===== src/rtl/sprite_pkg.sv =====
// Shared types and default sizing for the sprite layer scheduler.
// Struct field widths follow the default sheet geometry.
package sprite_pkg;

  localparam int NUM_SPRITES_DEF = 4;
  localparam int WIDTH_DEF       = 256;
  localparam int HEIGHT_DEF      = 256;
  localparam int NUM_FRAMES_DEF  = 2;
  localparam int ROM_LATENCY_DEF = 2;

  localparam int ID_W    = $clog2(NUM_SPRITES_DEF);
  localparam int ADDR_W  = $clog2(NUM_FRAMES_DEF * WIDTH_DEF * HEIGHT_DEF);
  localparam int FRAME_W = (NUM_FRAMES_DEF > 1) ? $clog2(NUM_FRAMES_DEF) : 1;

  typedef struct packed {
    logic               en;
    logic [10:0]        x;
    logic [9:0]         y;
    logic [FRAME_W-1:0] frame;
  } sprite_cfg_t;

  typedef enum logic {
    IDLE   = 1'b0,
    COMMIT = 1'b1
  } sched_state_t;

endpackage


===== src/rtl/sprite_hit_priority.sv =====
// Per-slot coverage test on the active registers and lowest-index priority select.
// Purely combinational; outputs the winning slot and its full sheet address.
module sprite_hit_priority
  import sprite_pkg::*;
#(
  parameter int NUM_SPRITES = NUM_SPRITES_DEF,
  parameter int WIDTH       = WIDTH_DEF,
  parameter int HEIGHT      = HEIGHT_DEF,
  parameter int IDW         = ID_W,
  parameter int AW          = ADDR_W
) (
  input  sprite_cfg_t       cfg_i [NUM_SPRITES],
  input  logic [10:0]       hcount_i,
  input  logic [9:0]        vcount_i,
  output logic              hit_o,
  output logic [IDW-1:0]    id_o,
  output logic [AW-1:0]     addr_o
);

  logic [NUM_SPRITES-1:0] slot_hit;
  logic [AW-1:0]          slot_addr [NUM_SPRITES];

  for (genvar g = 0; g < NUM_SPRITES; g++) begin : g_slot
    logic [11:0] x_end;
    logic [10:0] y_end;
    logic [10:0] dh;
    logic [9:0]  dv;

    // One extra bit on the far edge so sprites at the right/bottom clip instead of wrapping.
    assign x_end = {1'b0, cfg_i[g].x} + 12'(WIDTH);
    assign y_end = {1'b0, cfg_i[g].y} + 11'(HEIGHT);
    assign dh    = hcount_i - cfg_i[g].x;
    assign dv    = vcount_i - cfg_i[g].y;

    assign slot_hit[g] = cfg_i[g].en
                       && (hcount_i >= cfg_i[g].x) && ({1'b0, hcount_i} < x_end)
                       && (vcount_i >= cfg_i[g].y) && ({1'b0, vcount_i} < y_end);

    assign slot_addr[g] = AW'(cfg_i[g].frame) * AW'(WIDTH * HEIGHT)
                        + (AW'(dv) << $clog2(WIDTH))
                        + AW'(dh);
  end

  always_comb begin
    hit_o  = 1'b0;
    id_o   = '0;
    addr_o = '0;
    for (int i = NUM_SPRITES - 1; i >= 0; i--) begin
      if (slot_hit[i]) begin
        hit_o  = 1'b1;
        id_o   = IDW'(i);
        addr_o = slot_addr[i];
      end
    end
  end

endmodule


===== src/rtl/sprite_layer_scheduler.sv =====
// Time-shares one sheet ROM between sprite slots; shadow config commits to active in vblank.
// Latency hcount/vcount -> pixel_out is 1 + ROM_LATENCY + 1; config stalls only during COMMIT.
module sprite_layer_scheduler
  import sprite_pkg::*;
#(
  parameter int NUM_SPRITES = NUM_SPRITES_DEF,
  parameter int WIDTH       = WIDTH_DEF,
  parameter int HEIGHT      = HEIGHT_DEF,
  parameter int NUM_FRAMES  = NUM_FRAMES_DEF,
  parameter int ROM_LATENCY = ROM_LATENCY_DEF
) (
  input  logic                                      pixel_clk_in,
  input  logic                                      rst_n_in,
  input  logic [10:0]                               hcount_in,
  input  logic [9:0]                                vcount_in,
  input  logic                                      frame_start_in,
  input  logic                                      cfg_valid_in,
  output logic                                      cfg_ready_out,
  input  logic [$clog2(NUM_SPRITES)-1:0]            cfg_id_in,
  input  logic [10:0]                               cfg_x_in,
  input  logic [9:0]                                cfg_y_in,
  input  logic [$clog2(NUM_FRAMES)-1:0]             cfg_frame_in,
  input  logic                                      cfg_en_in,
  output logic                                      pending_out,
  output logic [$clog2(NUM_FRAMES*WIDTH*HEIGHT)-1:0] rom_addr_out,
  input  logic [11:0]                               rom_data_in,
  output logic [11:0]                               pixel_out,
  output logic                                      in_sprite_out,
  output logic [$clog2(NUM_SPRITES)-1:0]            sprite_id_out
);

  localparam int IDW = $clog2(NUM_SPRITES);
  localparam int AW  = $clog2(NUM_FRAMES * WIDTH * HEIGHT);

  sprite_cfg_t  shadow_q [NUM_SPRITES];
  sprite_cfg_t  active_q [NUM_SPRITES];
  sched_state_t state_q;
  logic [IDW-1:0] idx_q;
  logic           ready_q;
  logic           pending_q;

  logic           cfg_wr;
  sprite_cfg_t    cfg_d;

  logic           win_hit;
  logic [IDW-1:0] win_id;
  logic [AW-1:0]  win_addr;

  logic [AW-1:0]          rom_addr_q, rom_addr_d;
  logic                   hit0_q;
  logic [IDW-1:0]         id0_q;
  logic [ROM_LATENCY-1:0] hit_dly_q;
  logic [IDW-1:0]         id_dly_q [ROM_LATENCY];
  logic [11:0]            pixel_q, pixel_d;
  logic                   in_sprite_q;
  logic [IDW-1:0]         sprite_id_q;

  assign cfg_wr = cfg_valid_in && ready_q;

  always_comb begin
    cfg_d       = '0;
    cfg_d.en    = cfg_en_in;
    cfg_d.x     = cfg_x_in;
    cfg_d.y     = cfg_y_in;
    cfg_d.frame = FRAME_W'(cfg_frame_in);
  end

  always_ff @(posedge pixel_clk_in or negedge rst_n_in) begin
    if (!rst_n_in) begin
      for (int i = 0; i < NUM_SPRITES; i++) shadow_q[i] <= '0;
    end else if (cfg_wr) begin
      shadow_q[cfg_id_in] <= cfg_d;
    end
  end

  // A write accepted alongside frame_start lands in shadow on the same edge that
  // enters COMMIT, so the first copy already sees it.
  always_ff @(posedge pixel_clk_in or negedge rst_n_in) begin
    if (!rst_n_in) begin
      state_q   <= IDLE;
      idx_q     <= '0;
      ready_q   <= 1'b1;
      pending_q <= 1'b0;
      for (int i = 0; i < NUM_SPRITES; i++) active_q[i] <= '0;
    end else begin
      case (state_q)
        IDLE: begin
          if (cfg_wr) pending_q <= 1'b1;
          if (frame_start_in && (pending_q || cfg_wr)) begin
            state_q <= COMMIT;
            idx_q   <= '0;
            ready_q <= 1'b0;
          end
        end
        COMMIT: begin
          active_q[idx_q] <= shadow_q[idx_q];
          idx_q           <= idx_q + 1'b1;
          if (idx_q == IDW'(NUM_SPRITES - 1)) begin
            state_q   <= IDLE;
            ready_q   <= 1'b1;
            pending_q <= 1'b0;
          end
        end
        default: begin
          state_q <= IDLE;
          ready_q <= 1'b1;
        end
      endcase
    end
  end

  sprite_hit_priority #(
    .NUM_SPRITES (NUM_SPRITES),
    .WIDTH       (WIDTH),
    .HEIGHT      (HEIGHT),
    .IDW         (IDW),
    .AW          (AW)
  ) u_hit (
    .cfg_i    (active_q),
    .hcount_i (hcount_in),
    .vcount_i (vcount_in),
    .hit_o    (win_hit),
    .id_o     (win_id),
    .addr_o   (win_addr)
  );

  assign rom_addr_d = win_hit ? win_addr : rom_addr_q;
  assign pixel_d    = hit_dly_q[ROM_LATENCY-1] ? rom_data_in : 12'h000;

  always_ff @(posedge pixel_clk_in or negedge rst_n_in) begin
    if (!rst_n_in) begin
      rom_addr_q  <= '0;
      hit0_q      <= 1'b0;
      id0_q       <= '0;
      hit_dly_q   <= '0;
      for (int i = 0; i < ROM_LATENCY; i++) id_dly_q[i] <= '0;
      pixel_q     <= '0;
      in_sprite_q <= 1'b0;
      sprite_id_q <= '0;
    end else begin
      rom_addr_q   <= rom_addr_d;
      hit0_q       <= win_hit;
      id0_q        <= win_id;
      hit_dly_q[0] <= hit0_q;
      id_dly_q[0]  <= id0_q;
      for (int i = 1; i < ROM_LATENCY; i++) begin
        hit_dly_q[i] <= hit_dly_q[i-1];
        id_dly_q[i]  <= id_dly_q[i-1];
      end
      pixel_q     <= pixel_d;
      in_sprite_q <= hit_dly_q[ROM_LATENCY-1];
      sprite_id_q <= id_dly_q[ROM_LATENCY-1];
    end
  end

  assign cfg_ready_out = ready_q;
  assign pending_out   = pending_q;
  assign rom_addr_out  = rom_addr_q;
  assign pixel_out     = pixel_q;
  assign in_sprite_out = in_sprite_q;
  assign sprite_id_out = sprite_id_q;

endmodule


===== config.mk =====
export PLATFORM = sky130hd
export DESIGN_NAME = sprite_layer_scheduler
export DESIGN_NICKNAME = d
export VERILOG_FILES = /design/src/rtl/sprite_pkg.sv /design/src/rtl/sprite_hit_priority.sv /design/src/rtl/sprite_layer_scheduler.sv
export SDC_FILE = /design/constraint.sdc
export NUM_CORES = 1
export LEC_CHECK = 0
export CELL_PAD_IN_SITES_DETAIL_PLACEMENT = 2
export CELL_PAD_IN_SITES_GLOBAL_PLACEMENT = 2
export CORE_MARGIN = 2
export CORE_UTILIZATION = 44
export DETAILED_ROUTE_END_ITERATION = 10
export PLACE_DENSITY_LB_ADDON = 0.15
export SYNTH_ARGS = -nofsm -noshare
export SYNTH_HDL_FRONTEND = slang
export SYNTH_SLANG_ARGS = --single-unit

===== constraint.sdc =====
create_clock -name pixel_clk_in -period 5.37 [get_ports pixel_clk_in]
set_input_delay 1.074 -clock pixel_clk_in [delete_from_list [all_inputs] [get_ports pixel_clk_in]]
set_output_delay 1.074 -clock pixel_clk_in [all_outputs]
set_load 0.02 [all_outputs]

==> key figures <==
Outcome
  – Outcome: completed

Synth
  – Unique masters post-synth: 77
  – Asr flop ratio synth: between 90% and 100%
  – Seq/Total Area, Yosys: between 30% and 40%
  – Synth Cell Area: 14800 sq um
  – Yosys warnings: 0
  – Top cell type's share of synthesized area: 38.8%
  – Yosys reg bits: 230
  – Yosys top cell by area: dfrtp_1
  – Post-synth EDFFs: 0
  – Mapped Nets: around 1500
  – Top post-synthesis cells by area: dfrtp_1 39%, mux2_2 14%, ha_1 11%, mux4_2 3.5%, xnor2_1 3.3%
  – Prevailing post-synth register cell: dfrtp_1
  – Post-Syn Area per Cell: 11.0 sq um
  – Post-Syn Instances: 1342

Setup path
  – Crit-path cells: clkdlybuf4s50_1 -> inv_1 -> ha_1 -> fa_1 -> nor2b_1 -> o31a_1 -> a221oi_1 -> buf_4 -> o21bai_1 -> a21oi_1 -> xnor2_1 -> ha_1 -> a21oi_1 -> or4b_2 -> a21boi_0 -> o2111ai_1 -> xnor2_1 -> nor2_1 -> o311ai_1
  – CP max stage delay: about 0.65 ns
  – Crit path DAT: 5.29 ns
  – Critical R2R Launch: active_q[34]$_DFFE_PN0P_
  – Flop-to-flop setup slack: between 1 and 1.5 ns
  – Terminus of the critical flop-to-flop path: rom_addr_out[16]$_DFFE_PN0P_
  – Type of origin of the critical path: input pin
  – Buffers & Inverters on Critical Path: 3
  – Critical path class: input pin to flip-flop
  – Crit path max-delay family: compound AO/OA/AOI/OAI gates
  – Setup crit end kind: flip-flop
  – CP required: just under 6 ns
  – Worst r2r path cells: 17
  – Slowest cell on the critical path: or4b_2
  – Worst-path fanout max: 3

Power
  – Clk network pwr share: roughly 14%
  – PwrDens: between 700 and 800 nW/um^2
  – Leakage Power: about 7.7 nW
  – Int Power: ~0.0070 W
  – Seq pwr share: ~25%
  – Max VDD drop: roughly 0.38 mV
  – Logic pwr share: about three fifths
  – Sw frac: 44.7%
  – Switching power: 0.00567 W

Detailed routing
  – Drt first pass iters: 4
  – Routed via count: 11400
  – WL final: 51700 microns
  – Vias per cell: roughly 5.9
  – DRC: 0
  – Wire length per cell: 26.7 microns
  – Initial DRC Count: roughly 530
  – Antenna-violating nets left: 0

Cells and area
  – Fin cells: 1935
  – Nets: approximately 1700
  – Syn-to-layout area delta: 17.1%
  – Fraction of layout cells with a size suffix above 1: 20.9%
  – Antenna fix cells: 0

STA
  – RSZ-0062 raised after global routing: no
  – Total negative slack: 0 ns
  – Tcrit/Tclk final: approximately 90%
  – Worst slew margin: 7.67%
  – Fin. Hold Viols: 0
  – Min cycle time layout: 4.85 ns
  – Slew @ Worst Pin: ~1.4 ns
  – Slew Limit Fails: 0
  – Final setup viols: 0
  – Setup Skew: about 0.015 ns
  – FMAX: between 0.2 and 0.25 GHz

Clocking
  – CTS Buffer Depth: 3
  – CTS Buf Count: 27
  – Root Buffer: clkbuf_16
  – Post-CTS Setup Inserts: 0
  – Clock-pin slew on the worst setup and hold paths: about 0.06 ns
  – CTS tree: built
  – Clk Latency, worst-skew pair: 0.55 ns
  – Post-cts hold buffer count: 0
  – H-tree lvl count: 1
  – Post_cts resized: 0
  – Clock sink count: between 200 and 250

Die
  – Die footprint: 35000 sq um
  – Initial Utilization: approximately 44%
  – Die Wd: 187 microns
  – Cell row count: 67
  – Io pins: 96
  – Core area: approximately 33000 sq um
  – Die Y: around 190 microns

Worst hold path
  – Hold endpoint: id_dly_q[1]$_DFF_PN0_
  – Worst hold path type: flip-flop to flip-flop
  – Hold path startpoint: id_dly_q[3]$_DFF_PN0_
  – Worst hold path depth: 0

GRT
  – Grt total ovfl: 0
  – Initial antenna violation count: 0
  – First-pass GRT wire length: between 80000 and 90000 microns
  – Vias in the first global route: approximately 13000
  – Tot GR Track Use: between 30 and 40%
  – Pin count of the biggest net entering global routing: between 100 and 150

Place
  – PortBufs: 95
  – DP Cell Count: 1887
  – GP Congestion: 0.873
  – Post-DP HPWL: 37000 microns

Job
  – Maximum capacitance violations: 0
worst max-delay path by stage:
stage / to / startpoint / depth (start not counted) / slack [ns]
2_1_floorplan: rom_addr_out[16]$_DFFE_PN0P_ / hcount_in[0] / 17 / 0.83
3_3_place_gp: rom_addr_out[16]$_DFFE_PN0P_ / hcount_in[2] / 17 / 0.09
3_5_place_dp: rom_addr_out[16]$_DFFE_PN0P_ / hcount_in[0] / 19 / 0.007
4_1_cts: rom_addr_out[16]$_DFFE_PN0P_ / hcount_in[0] / 19 / 0.55
5_1_grt: rom_addr_out[15]$_DFFE_PN0P_ / hcount_in[0] / 19 / 0.30
6_report: rom_addr_out[16]$_DFFE_PN0P_ / hcount_in[0] / 19 / 0.52
worst reg2reg max path, cell delays in order, from the launching register on:
cell and delay (ns):
dfrtp_1 0.40, ha_1 0.24, fa_1 0.43, nor2b_1 0.16, o31a_1 0.20, a221oi_1 0.11, buf_4 0.16, o21bai_1 0.11
a21oi_1 0.09, xnor2_1 0.13, ha_1 0.33, a21oi_1 0.10, or4b_2 0.65, a21boi_0 0.27, o2111ai_1 0.18, xnor2_1 0.20
nor2_1 0.06, o311ai_1 0.24
synth_stat cells, drive strengths merged, types with 5 or more instances:
| cell | instances |
|---|---|
| o22ai | 8 |
| mux2 | 188 |
| o31ai | 5 |
| nand4 | 15 |
| a21o | 24 |
| xor2 | 25 |
| a21boi | 6 |
| o21a | 24 |
| inv | 120 |
| a21oi | 69 |
| buf | 23 |
| nand3 | 24 |
| nor3 | 17 |
| xnor2 | 56 |
| or4 | 5 |
| clkbuf | 16 |
| o21ai | 45 |
| a211oi | 22 |
| nor2 | 58 |
| nand2 | 44 |
| ha | 128 |
| nor2b | 20 |
| nand2b | 5 |
| mux2i | 9 |
| and3 | 6 |
| o211ai | 5 |
| a31oi | 5 |
| and2 | 15 |
| fa | 12 |
| o21bai | 9 |
| dfrtp | 229 |
| or3 | 5 |
| mux4 | 23 |
metrics by stage:
stage	worst slack [ns]	cell area, sq um	power, W	hold WS, ns	util, %
floorplan	0.833	14800	0.00803	0.331	-
global placement	0.0851	16400	0.0100	0.333	49.3
detailed placement	0.00719	16400	0.0105	0.341	49.3
CTS	0.550	17300	0.0127	0.355	51.9
global route	0.295	17300	0.0136	0.358	51.9
finish	0.520	17300	0.0127	0.351	51.9
cell families (layout without fill, tap and decap cells):
family	count (synthesis)	after routing	synth area share, %
buffers and inverters	159	304	4.22
DFF	230	230	39.0
and+or+nand+nor	243	243	8.73
AOI/OAI and AO/OA	269	269	12.3
adders and majority gates	140	140	12.5
xor gates and xnor gates	81	81	4.81
muxes	220	220	18.5
sequential cells by signal (all words and copies together), names as in the netlist, 2 cells and up:
name,flops
id_dly_q,4
hit_dly_q,2
id0_q,2
sprite_id_out,2
shadow_q,92
rom_addr_out,17
pixel_out,12
active_q,92
idx_q,2
metal layers:
metal | track usage (%) | wire length, microns
met5 | 0 | 0
met4 | 8.24 | 1510
met3 | 3.98 | 1880
met2 | 52.8 | 25500
met1 | 39.0 | 22900
power groups by stage:
stage               Clock, W  Combinational [W]  Sequential, W
floorplan                  0            0.00501        0.00302
global placement           0            0.00699        0.00305
detailed placement         0            0.00738        0.00317
CTS                  0.00189            0.00764        0.00321
global route         0.00195            0.00830        0.00330
finish               0.00185            0.00765        0.00321
placed cells by master, fill, tap and decap left out, types with 12 or more instances in the layout:
master,Yosys,routed
a211oi_1,20,20
xor2_1,25,25
mux2_2,188,188
inv_1,120,120
fa_1,12,12
nor2_1,58,58
o21a_1,24,24
ha_1,128,128
nand4_1,15,15
nor2b_1,20,20
nor3_1,16,15
clkbuf_16,0,27
and2_1,15,15
xnor2_1,56,56
a21oi_1,69,69
o21ai_0,42,42
nand3_1,24,24
dfrtp_1,229,229
buf_4,2,41
a21o_1,24,24
mux4_2,23,23
nand2_1,44,44
clkdlybuf4s50_1,0,94
cell type report:
| class | count | area, sq um |
|---|---|---|
| clock inverter | 10 | 113 |
| tap | 448 | 561 |
| clock buffer | 38 | 757 |
| inverter | 120 | 450 |
| fill | 3374 | 16000 |
| sequential | 230 | 5760 |
| timing repair buffer | 136 | 1260 |
| multi-input combinational | 953 | 8380 |
Note: power is estimated with default switching activity, not from simulation.
